<file path="src/rtl/spike_pattern_decoder_pkg.sv">
// Shared definitions for the Hopfield readout path: decoder state encoding
// and default sizing, also used by the network's top-level wrapper.
package spike_pattern_decoder_pkg;

    typedef enum logic [1:0] {
        ST_IDLE   = 2'd0,
        ST_SETTLE = 2'd1,
        ST_COUNT  = 2'd2,
        ST_HOLD   = 2'd3
    } state_t;

    localparam int DEF_N      = 7;
    localparam int DEF_NOUT   = 4;
    localparam int DEF_CW     = 8;
    localparam int DEF_THRESH = 4;
    localparam int DEF_WINDOW = 256;
    localparam int DEF_SETTLE = 16;

    // Width of a down-counter that must hold the value n (never below 1 bit).
    function automatic int cnt_width(input int n);
        return (n < 1) ? 1 : $clog2(n + 1);
    endfunction

endpackage

</file>
<file path="src/rtl/spike_pattern_decoder_edge_counter.sv">
// Per-neuron rising-edge spike counter with saturation; prev tracks the
// spike line every cycle regardless of enable.
module spike_edge_counter
    import spike_pattern_decoder_pkg::*;
#(
    parameter int CW = DEF_CW
) (
    input  logic          clk,
    input  logic          reset_n,
    input  logic          spike,
    input  logic          clear,
    input  logic          enable,
    output logic [CW-1:0] count_next
);

    localparam logic [CW-1:0] CNT_MAX = {CW{1'b1}};

    logic          prev_reg;
    logic [CW-1:0] count_reg;
    logic          rise;

    assign rise = spike & ~prev_reg;

    // Exposed combinationally so the window decision sees the final cycle's edge.
    always_comb begin
        count_next = count_reg;
        if (clear) begin
            count_next = '0;
        end else if (enable && rise && (count_reg != CNT_MAX)) begin
            count_next = count_reg + CW'(1);
        end
    end

    always_ff @(posedge clk or negedge reset_n) begin
        if (!reset_n) begin
            prev_reg  <= 1'b0;
            count_reg <= '0;
        end else begin
            prev_reg  <= spike;
            count_reg <= count_next;
        end
    end

endmodule

</file>
<file path="src/rtl/spike_pattern_decoder.sv">
// Hopfield readout: counts spike edges per neuron over a fixed window and
// thresholds them into a recalled pattern. Optional SPIKE_DECODER_SETTLE_EN.
module spike_pattern_decoder
    import spike_pattern_decoder_pkg::*;
#(
    parameter int N      = DEF_N,
    parameter int NOUT   = DEF_NOUT,
    parameter int WINDOW = DEF_WINDOW,
    parameter int CW     = DEF_CW,
    parameter int THRESH = DEF_THRESH
`ifdef SPIKE_DECODER_SETTLE_EN
    ,
    parameter int SETTLE = DEF_SETTLE
`endif
) (
    input  logic            clk,
    input  logic            reset_n,
    input  logic [N-1:0]    spikes,
    input  logic            start,
    output logic [NOUT-1:0] pattern_out,
    output logic            pattern_valid,
    input  logic            pattern_ready,
    output logic            silent,
    output logic            busy
);

    localparam int            WCW      = cnt_width(WINDOW);
    localparam logic [WCW-1:0] WIN_LOAD = WCW'(WINDOW);
    localparam logic [CW-1:0]  THR      = CW'(THRESH);

`ifdef SPIKE_DECODER_SETTLE_EN
    localparam int             SCW         = cnt_width(SETTLE);
    localparam logic [SCW-1:0] SETTLE_LOAD = SCW'(SETTLE);
    logic [SCW-1:0] settle_cnt_reg;
`endif

    state_t          state_reg;
    logic [WCW-1:0]  win_cnt_reg;
    logic [NOUT-1:0] pattern_out_reg;
    logic            pattern_valid_reg;
    logic            silent_reg;
    logic            busy_reg;

    logic            clear_cnt;
    logic            count_en;
    logic [CW-1:0]   cnt_next [N];
    logic [N-1:0]    nonzero;
    logic [NOUT-1:0] decoded;

    assign clear_cnt = (state_reg == ST_IDLE) && start;
    assign count_en  = (state_reg == ST_COUNT);

    generate
        for (genvar gi = 0; gi < N; gi++) begin : g_neuron
            spike_edge_counter #(
                .CW (CW)
            ) u_cnt (
                .clk        (clk),
                .reset_n    (reset_n),
                .spike      (spikes[gi]),
                .clear      (clear_cnt),
                .enable     (count_en),
                .count_next (cnt_next[gi])
            );
            assign nonzero[gi] = |cnt_next[gi];
        end

        for (genvar gi = 0; gi < NOUT; gi++) begin : g_decode
            assign decoded[gi] = (cnt_next[gi] >= THR);
        end
    endgenerate

    always_ff @(posedge clk or negedge reset_n) begin
        if (!reset_n) begin
            state_reg         <= ST_IDLE;
            win_cnt_reg       <= '0;
            pattern_out_reg   <= '0;
            pattern_valid_reg <= 1'b0;
            silent_reg        <= 1'b1;
            busy_reg          <= 1'b0;
`ifdef SPIKE_DECODER_SETTLE_EN
            settle_cnt_reg    <= '0;
`endif
        end else begin
            case (state_reg)
                ST_IDLE: begin
                    if (start) begin
                        busy_reg <= 1'b1;
`ifdef SPIKE_DECODER_SETTLE_EN
                        if (SETTLE == 0) begin
                            state_reg   <= ST_COUNT;
                            win_cnt_reg <= WIN_LOAD;
                        end else begin
                            state_reg      <= ST_SETTLE;
                            settle_cnt_reg <= SETTLE_LOAD;
                        end
`else
                        state_reg   <= ST_COUNT;
                        win_cnt_reg <= WIN_LOAD;
`endif
                    end
                end
`ifdef SPIKE_DECODER_SETTLE_EN
                ST_SETTLE: begin
                    if (settle_cnt_reg == SCW'(1)) begin
                        state_reg   <= ST_COUNT;
                        win_cnt_reg <= WIN_LOAD;
                    end else begin
                        settle_cnt_reg <= settle_cnt_reg - SCW'(1);
                    end
                end
`endif
                ST_COUNT: begin
                    // Last window cycle: latch the decision including this cycle's edges.
                    if (win_cnt_reg == WCW'(1)) begin
                        state_reg         <= ST_HOLD;
                        pattern_out_reg   <= decoded;
                        silent_reg        <= ~|nonzero;
                        pattern_valid_reg <= 1'b1;
                    end else begin
                        win_cnt_reg <= win_cnt_reg - WCW'(1);
                    end
                end
                ST_HOLD: begin
                    if (pattern_ready) begin
                        state_reg         <= ST_IDLE;
                        pattern_valid_reg <= 1'b0;
                        busy_reg          <= 1'b0;
                    end
                end
                default: begin
                    state_reg         <= ST_IDLE;
                    pattern_valid_reg <= 1'b0;
                    busy_reg          <= 1'b0;
                end
            endcase
        end
    end

    assign pattern_out   = pattern_out_reg;
    assign pattern_valid = pattern_valid_reg;
    assign silent        = silent_reg;
    assign busy          = busy_reg;

endmodule

</file>
<file path="config.mk">
export PLATFORM = sky130hd
export DESIGN_NAME = spike_pattern_decoder
export DESIGN_NICKNAME = d
export VERILOG_FILES = /design/src/rtl/spike_pattern_decoder_pkg.sv /design/src/rtl/spike_pattern_decoder_edge_counter.sv /design/src/rtl/spike_pattern_decoder.sv
export SDC_FILE = /design/constraint.sdc
export NUM_CORES = 1
export LEC_CHECK = 0
export ABC_AREA = 1
export CAP_MARGIN = 20
export CORE_UTILIZATION = 45
export CTS_CLUSTER_SIZE = 20
export DETAILED_ROUTE_END_ITERATION = 12
export PLACE_DENSITY_LB_ADDON = 0.15
export SKIP_LAST_GASP = 1
export SLEW_MARGIN = 20
export SYNTH_ARGS = -nofsm -noshare
export SYNTH_HDL_FRONTEND = slang
export SYNTH_SLANG_ARGS = --single-unit
</file>
<file path="constraint.sdc">
create_clock -name clk -period 2.5 [get_ports clk]
set_clock_uncertainty 0.15 [all_clocks]
set_input_delay 0.625 -clock clk [delete_from_list [all_inputs] [get_ports clk]]
set_output_delay 0.625 -clock clk [all_outputs]
set_load 0.005 [all_outputs]
</file>
==> metrics.md, run 1 <==
| Metric | Value |
|---|---|
| Status | `finished clean` |
| Startpoint Class | `flop` |
| Switching power share of the total | `0.399` |
| GP Congestion | `0.854` |
| Period Utilization, post-route | `0.908` |
| DRT Pass-1 Iters | `7` |
| Share of layout cells above drive strength 1 | `0.0872` |
| Starting Density | `0.463` |
| Pint | `0.00317 W` |
| Synth cell types | `36` |
| Final Critical Period | `2.27 ns` |
| Syn avg cell area | `6.94 µm²` |
| Worst Reg-to-Reg Cells | `16` |
| Final wirelength | `10,800 µm` |
| CORE AREA | `10,800 µm²` |
| FF-to-FF Start | `g_neuron[5].u_cnt.count_reg[0]$_DFF_PN0_` |
| Crit path max-delay cell type | `dfrtp_1` |
| Top FF cell, synth | `dfrtp_1` |
| Post-detail-place hpwl | `7860 µm` |
| CP cell instances | `ha_1 > nand3_1 > inv_1 > nand2_1 > nand2_2 > inv_1 > buf_4 > nand2_1 > nand2_1 > nand2_1 > nand2_1 > nor2_1 > nand3_1 > nor2_1 > nand2_1 > nand2_1` |
| TritonCTS clock tree | `built` |
| Slew headroom | `0.654` |
| Via count | `4,429` |
| CP Max Fanout | `6` |
| Crit-path most repeated cell | `nand2_1` |
| Setup Viol. Count Final | `0` |
| DRT antenna net count | `0` |
| Mapped Nets | `743` |
| Worst endpoint data arrival time | `2.43 ns` |
| Number of flops mapped to enable cells by yosys | `0` |
| Synthesized netlist cell count | `723` |
| Die area | `11,600 µm²` |
| Mapped Area | `5020 µm²` |
| Drt drc | `0` |
| Post-CTS Repair Setup Buffers | `0` |
| Cell area after layout | `5730 µm²` |
| #FFs+latches synth | `81` |
| Initial antenna violation count | `0` |
| Max-cap violations | `0` |
| Asr flop ratio synth | `1.00` |
| Routed length per instance | `11.9 µm` |
| Global Route Usage Sum | `0.209` |
| Lkg Pwr | `3.13 nW` |
| Chip width | `108 µm` |
| WP data required | `2.66 ns` |
| Sequential share of power | `0.422` |
| Most frequent cells in the layout | `nand2_1, inv_1, nand3_1, dfrtp_1, nor2_1` |
| Die Ht | `108 µm` |
| Pwr Total | `0.00528 W` |
| Hold Vio Cnt, Final | `0` |
| Max FFs per register | `56` |
| Hold Buf Count CTS | `0` |
| Combinational power share | `0.379` |
| CP delay by family, top | `simple AND/OR/NAND/NOR gates` |
| Part of the Yosys area used for sequential elements | `0.404` |
| Antenna cells | `0` |
| Grt ovf | `0` |
| Fill count | `1,060` |
| Worst hold path class | `in2async` |
| Dpl ws | `-0.0858 ns` |
| Worst Tran Pin Value | `0.519 ns` |
| Resize count post-CTS | `0` |
| Final #Nets | `784` |
| Highest clock rate | `441 MHz` |
| Crit. End Element | `flop` |
| IO buf count | `17` |
| Max incr delay on CP | `0.46 ns` |
| Worst R2R End | `silent$_DFFE_PN1P_` |
| Initial drt markers | `263` |
| Synth warn | `0` |
| Clock buffer depth | `2` |
| FF-to-FF setup slack | `0.23 ns` |
| Largest net degree at the start of global routing | `40` |
| Unrepaired setup endpoints after global routing | `false` |
| H-tree levels | `3` |
| WS Path Type | `reg2reg` |
| Worst-path clk slew | `0.08 ns` |
| Clock share of power | `0.199` |
| DR vias/cell | `4.88` |
| # clock sinks | `81` |
| Leading cell type in the layout, fill and taps excluded | `nand2_1` |
| Clk_lat worst skew | `0.37 ns` |
| Sw power | `0.00211 W` |
| PD cells | `922 nW/µm²` |
| Final Max Tran Viols | `0` |
| Vias in the first global route | `4,200` |
| Core Rows | `38` |
| Area Overhead vs Synth | `14.0%` |
| Max rail drop VDD | `0.448 mV` |
| Root Buffer | `clkbuf_8` |
| Setup slack after layout | `0.231 ns` |
| Global-route wire length before repair | `18,800 µm` |
| CTS Buf Count | `9` |
| I/O Pins | `18` |
| Placed cell area | `5520 µm²` |
| Buf/Inv on CP | `3` |
layout make-up:
class	instances	area, µm²	area share
Sequential cell	81	2030	0.354
Inverter	142	534	0.0933
Multi-Input combinational cell	493	2420	0.423
Clock inverter	3	65.1	0.0114
Clock buffer	12	145	0.0253
Timing Repair Buffer	37	355	0.0621
Tap cell	140	175	0.0306
power groups by stage:
| stage | Sequential [W] | Combinational, W | Clock (W) |
|---|---|---|---|
| after floorplan | 0.00211 | 0.00152 | 0 |
| after global placement | 0.00222 | 0.00195 | 0 |
| after detailed placement | 0.00224 | 0.00201 | 0 |
| after CTS | 0.00222 | 0.00202 | 0.00109 |
| after global routing | 0.00229 | 0.00236 | 0.00115 |
| final | 0.00223 | 0.00200 | 0.00105 |
how the worst max path moves through the flow:
| stage | start | end | slack [ns] | depth (start not counted) |
|---|---|---|---|---|
| 3_5_place_dp | spikes[3] | silent$_DFFE_PN1P_ | -0.09 | 13 |
| 3_3_place_gp | spikes[3] | silent$_DFFE_PN1P_ | -0.08 | 13 |
| 6_report | g_neuron[5].u_cnt.count_reg[0]$_DFF_PN0_ | silent$_DFFE_PN1P_ | 0.23 | 16 |
| 4_1_cts | g_neuron[3].u_cnt.count_reg[0]$_DFF_PN0_ | silent$_DFFE_PN1P_ | 0.25 | 16 |
| 5_1_grt | g_neuron[5].u_cnt.count_reg[0]$_DFF_PN0_ | silent$_DFFE_PN1P_ | 0.03 | 16 |
| 2_1_floorplan | g_neuron[3].u_cnt.count_reg[0]$_DFF_PN0_ | silent$_DFFE_PN1P_ | 0.62 | 14 |
logic make-up after synthesis:
logic type                 Yosys count  share of synthesized area
adders and majority gates            9                     0.0224
xor gates and xnor gates             8                     0.0140
AOI/OAI and AO/OA                   44                     0.0488
DFF                                 81                      0.404
and+or+nand+nor                    432                      0.397
buffers and inverters              149                      0.114
per-layer routing:
| layer | part of all wire | wire (µm) | vias to the layer above | global-route usage |
|---|---|---|---|---|
| met5 | 0 | 0 | - | 0 |
| met4 | 0.015 | 159 | 0 | 0.0812 |
| met3 | 0.028 | 298 | 10 | 0.0375 |
| met2 | 0.47 | 5040 | 59 | 0.344 |
| met1 | 0.49 | 5340 | 2054 | 0.271 |
| li1 | - | - | 2306 | - |
through the flow:
stage	cells	TNS [ns]	hold slack, ns	util
2_1_floorplan	723	0	0.179	-
3_3_place_gp	893	-0.0773	0.319	0.509
3_5_place_dp	893	-0.0858	0.316	0.509
4_1_cts	908	0	0.0255	0.528
5_1_grt	908	0	0.0305	0.528
6_report	908	0	0.0204	0.528
Yosys cell counts, types with 6 or more instances:
cell type  number  area (µm²)
dfrtp_1        80        2000
ha_1            9         113
nand3b_1        7        52.6
o21ai_0        15        75.1
nand4_1        12        75.1
nand2_1       222         833
nor2_1         78         293
nand3_1        80         400
nor2_4          6        67.6
a21oi_1        18        90.1
inv_1         137         514
(Power assumes the default switching activity.)
==> inputs of run 2 (changes only) <==
CORE_UTILIZATION = 51   (was 45)
==> run 2 against run 1 <==
First-iteration DRC count down 45%. Power rose by 2.2%. Via count is 0.75% higher. Global-route usage increased by 2.7 points. Critical path depth fell by 2. Non-clock buffer count is 1 higher. Critical endpoint unchanged. Largest power group unchanged.
==> metrics.md, run 2 (synthesized netlist as in run 1, its figures left out) <==
| Metric | Value |
|---|---|
| Drt drc | `0 (unchanged)` |
| Worst Reg-to-Reg Cells | `14 (-2)` |
| Die area | `10,200 µm² (-12%)` |
| Max FFs per register | `56 (unchanged)` |
| WP data required | `2.65 ns (about the same)` |
| Worst-path clk slew | `0.08 ns (about the same)` |
| H-tree levels | `3 (unchanged)` |
| I/O Pins | `18 (unchanged)` |
| Period Utilization, post-route | `0.909 (+0.00155)` |
| Highest clock rate | `440 MHz (-0.17%)` |
| Final wirelength | `10,700 µm (-1.6%)` |
| Sw power | `0.00212 W (+0.80%)` |
| Final Max Tran Viols | `0 (unchanged)` |
| IO buf count | `17 (unchanged)` |
| TNS Setup | `0 ns (unchanged)` |
| Worst Tran Pin Value | `0.493 ns (-0.0253 ns)` |
| Global Route Usage Sum | `0.235 (+0.0267)` |
| Final Critical Period | `2.27 ns (+0.00387 ns)` |
| Most frequent cells in the layout | `nand2_1, inv_1, nand3_1, dfrtp_1, nor2_1` |
| # clock sinks | `81 (unchanged)` |
| Via count | `4,462 (+0.75%)` |
| Root Buffer | `clkbuf_8` |
| Unrepaired setup endpoints after global routing | `false` |
| Max-cap violations | `0 (unchanged)` |
| Combinational power share | `0.367 (-0.012)` |
| Initial drt markers | `144 (-45%)` |
| WS Path Type | `reg2reg` |
| Layout Utilization | `0.615 (+0.0867)` |
| Antenna cells | `0 (unchanged)` |
| GP Congestion | `0.906 (+6.1%)` |
| Max rail drop VDD | `0.498 mV (+11%)` |
| Core Rows | `35 (-7.9%)` |
| Post-detail-place hpwl | `7980 µm (+1.5%)` |
| FF-to-FF setup slack | `0.23 ns (about the same)` |
| Clock share of power | `0.222 (+0.023)` |
| FF-to-FF Start | `g_neuron[3].u_cnt.count_reg[0]$_DFF_PN0_` |
| Resize count post-CTS | `0 (unchanged)` |
| Status | `finished clean` |
| Leading cell type in the layout, fill and taps excluded | `nand2_1` |
| CORE AREA | `9370 µm² (-14%)` |
| Sequential share of power | `0.411 (-0.011)` |
| Hold Vio Cnt, Final | `0 (unchanged)` |
| Worst endpoint data arrival time | `2.42 ns (about the same)` |
| CTS Buf Count | `9 (unchanged)` |
| Chip width | `101 µm (-6.0%)` |
| Worst R2R End | `silent$_DFFE_PN1P_` |
| Startpoint Class | `flop` |
| TritonCTS clock tree | `built` |
| Clk_lat worst skew | `0.36 ns (about the same)` |
| Largest net degree at the start of global routing | `37 (-7.5%)` |
| Cell area after layout | `5760 µm² (+0.63%)` |
| Pint | `0.00327 W (+3.2%)` |
| Starting Density | `0.536 (+0.0726)` |
| DRT antenna net count | `0 (unchanged)` |
| Worst hold path class | `in2async` |
| Crit. End Element | `flop` |
| Hold Buf Count CTS | `0 (unchanged)` |
| Switching power share of the total | `0.393 (-0.00552)` |
| Routed length per instance | `11.9 µm (-0.60%)` |
| Lkg Pwr | `3.14 nW (+0.55%)` |
| Placed cell area | `5510 µm² (-0.11%)` |
| Vias in the first global route | `4,269 (+1.6%)` |
| PD cells | `936 nW/µm² (+1.6%)` |
| Dpl ws | `-0.0706 ns (+0.0151 ns)` |
| Global-route wire length before repair | `18,900 µm (+0.18%)` |
| Setup crit start | `g_neuron[3].u_cnt.count_reg[0]$_DFF_PN0_` |
| Grt ovf | `0 (unchanged)` |
| DR vias/cell | `4.96 (+1.8%)` |
| Initial antenna violation count | `0 (unchanged)` |
| Die Ht | `101 µm (-6.0%)` |
| Slew headroom | `0.671 (+0.0172)` |
| Post-CTS Repair Setup Buffers | `0 (unchanged)` |
| CP Max Fanout | `7 (+1)` |
| Clock buffer depth | `2 (unchanged)` |
| Final #Nets | `785 (+0.13%)` |
| DRT Pass-1 Iters | `4 (-3)` |
| Setup slack after layout | `0.227 ns (-0.00387 ns)` |
| Area Overhead vs Synth | `14.8%` |
| Share of layout cells above drive strength 1 | `0.0935 (+0.00627)` |
| Setup Viol. Count Final | `0 (unchanged)` |
-- run 2: changes by cell type in the layout (fill, tap and decap cells not counted), sizes merged --
cell	before	now
buf	21	22
clkbuf	12	10
bufinv	2	3
clkinv	2	1
inv	141	142
clkinvlp	0	2
-- run 2: power by group through the flow --
stage	clock network, W	logic [W]	registers [W]
floorplan	0	0.00152	0.00211
global placement	0	0.00191	0.00222
detailed placement	0	0.00199	0.00223
CTS	0.00123	0.00199	0.00221
global route	0.00129	0.00233	0.00229
finish	0.00120	0.00198	0.00222
-- run 2: metrics by stage --
stage	hold slack [ns]	std cells	power [W]
after floorplan	0.179	723	0.00363
after global placement	0.317	883	0.00413
after detailed placement	0.316	883	0.00421
after CTS	0.0817	899	0.00543
after global routing	0.0944	899	0.00591
final	0.0739	899	0.00540
-- run 2: per-layer routing --
layer,global-route usage,part of all wire
met4,0.0780,0.0072
met3,0.0414,0.030
met2,0.399,0.48
met5,0,0
met1,0.306,0.49
-- run 2: critical path: stages (launching register included) --
cell	delay, ns
dfrtp_1	0.42
ha_1	0.29
nand2_1	0.10
nor2_1	0.05
nand2_1	0.23
nand2_4	0.11
nand2_1	0.10
nand2_1	0.05
o21ai_1	0.26
nand2_1	0.09
nor2_1	0.11
nand2_1	0.05
nor2_1	0.10
nand2_1	0.06
nand2_1	0.06
-- run 2: final cells by class --
cell class | count | area [µm²]
tap | 129 | 161
multi-input combinational | 493 | 2420
fill | 897 | 3610
sequential | 81 | 2030
inverter | 142 | 534
clock inverter | 6 | 114
clock buffer | 10 | 138
timing repair buffer | 38 | 363
-- run 2: how the worst max path moves through the flow --
stage | to | slack, ns | cells after the start
CTS | silent$_DFFE_PN1P_ | 0.24 | 14
finish | silent$_DFFE_PN1P_ | 0.23 | 14
floorplan | silent$_DFFE_PN1P_ | 0.62 | 14
detailed placement | silent$_DFFE_PN1P_ | -0.07 | 13
global placement | silent$_DFFE_PN1P_ | -0.04 | 13
global route | silent$_DFFE_PN1P_ | 0.01 | 16
==> inputs of run 3 (changes only) <==
TNS_END_PERCENT = 50   (was unset)
==> results of run 3 <==
Same layout as run 2: the final DEF is identical, and so are final timing and power.
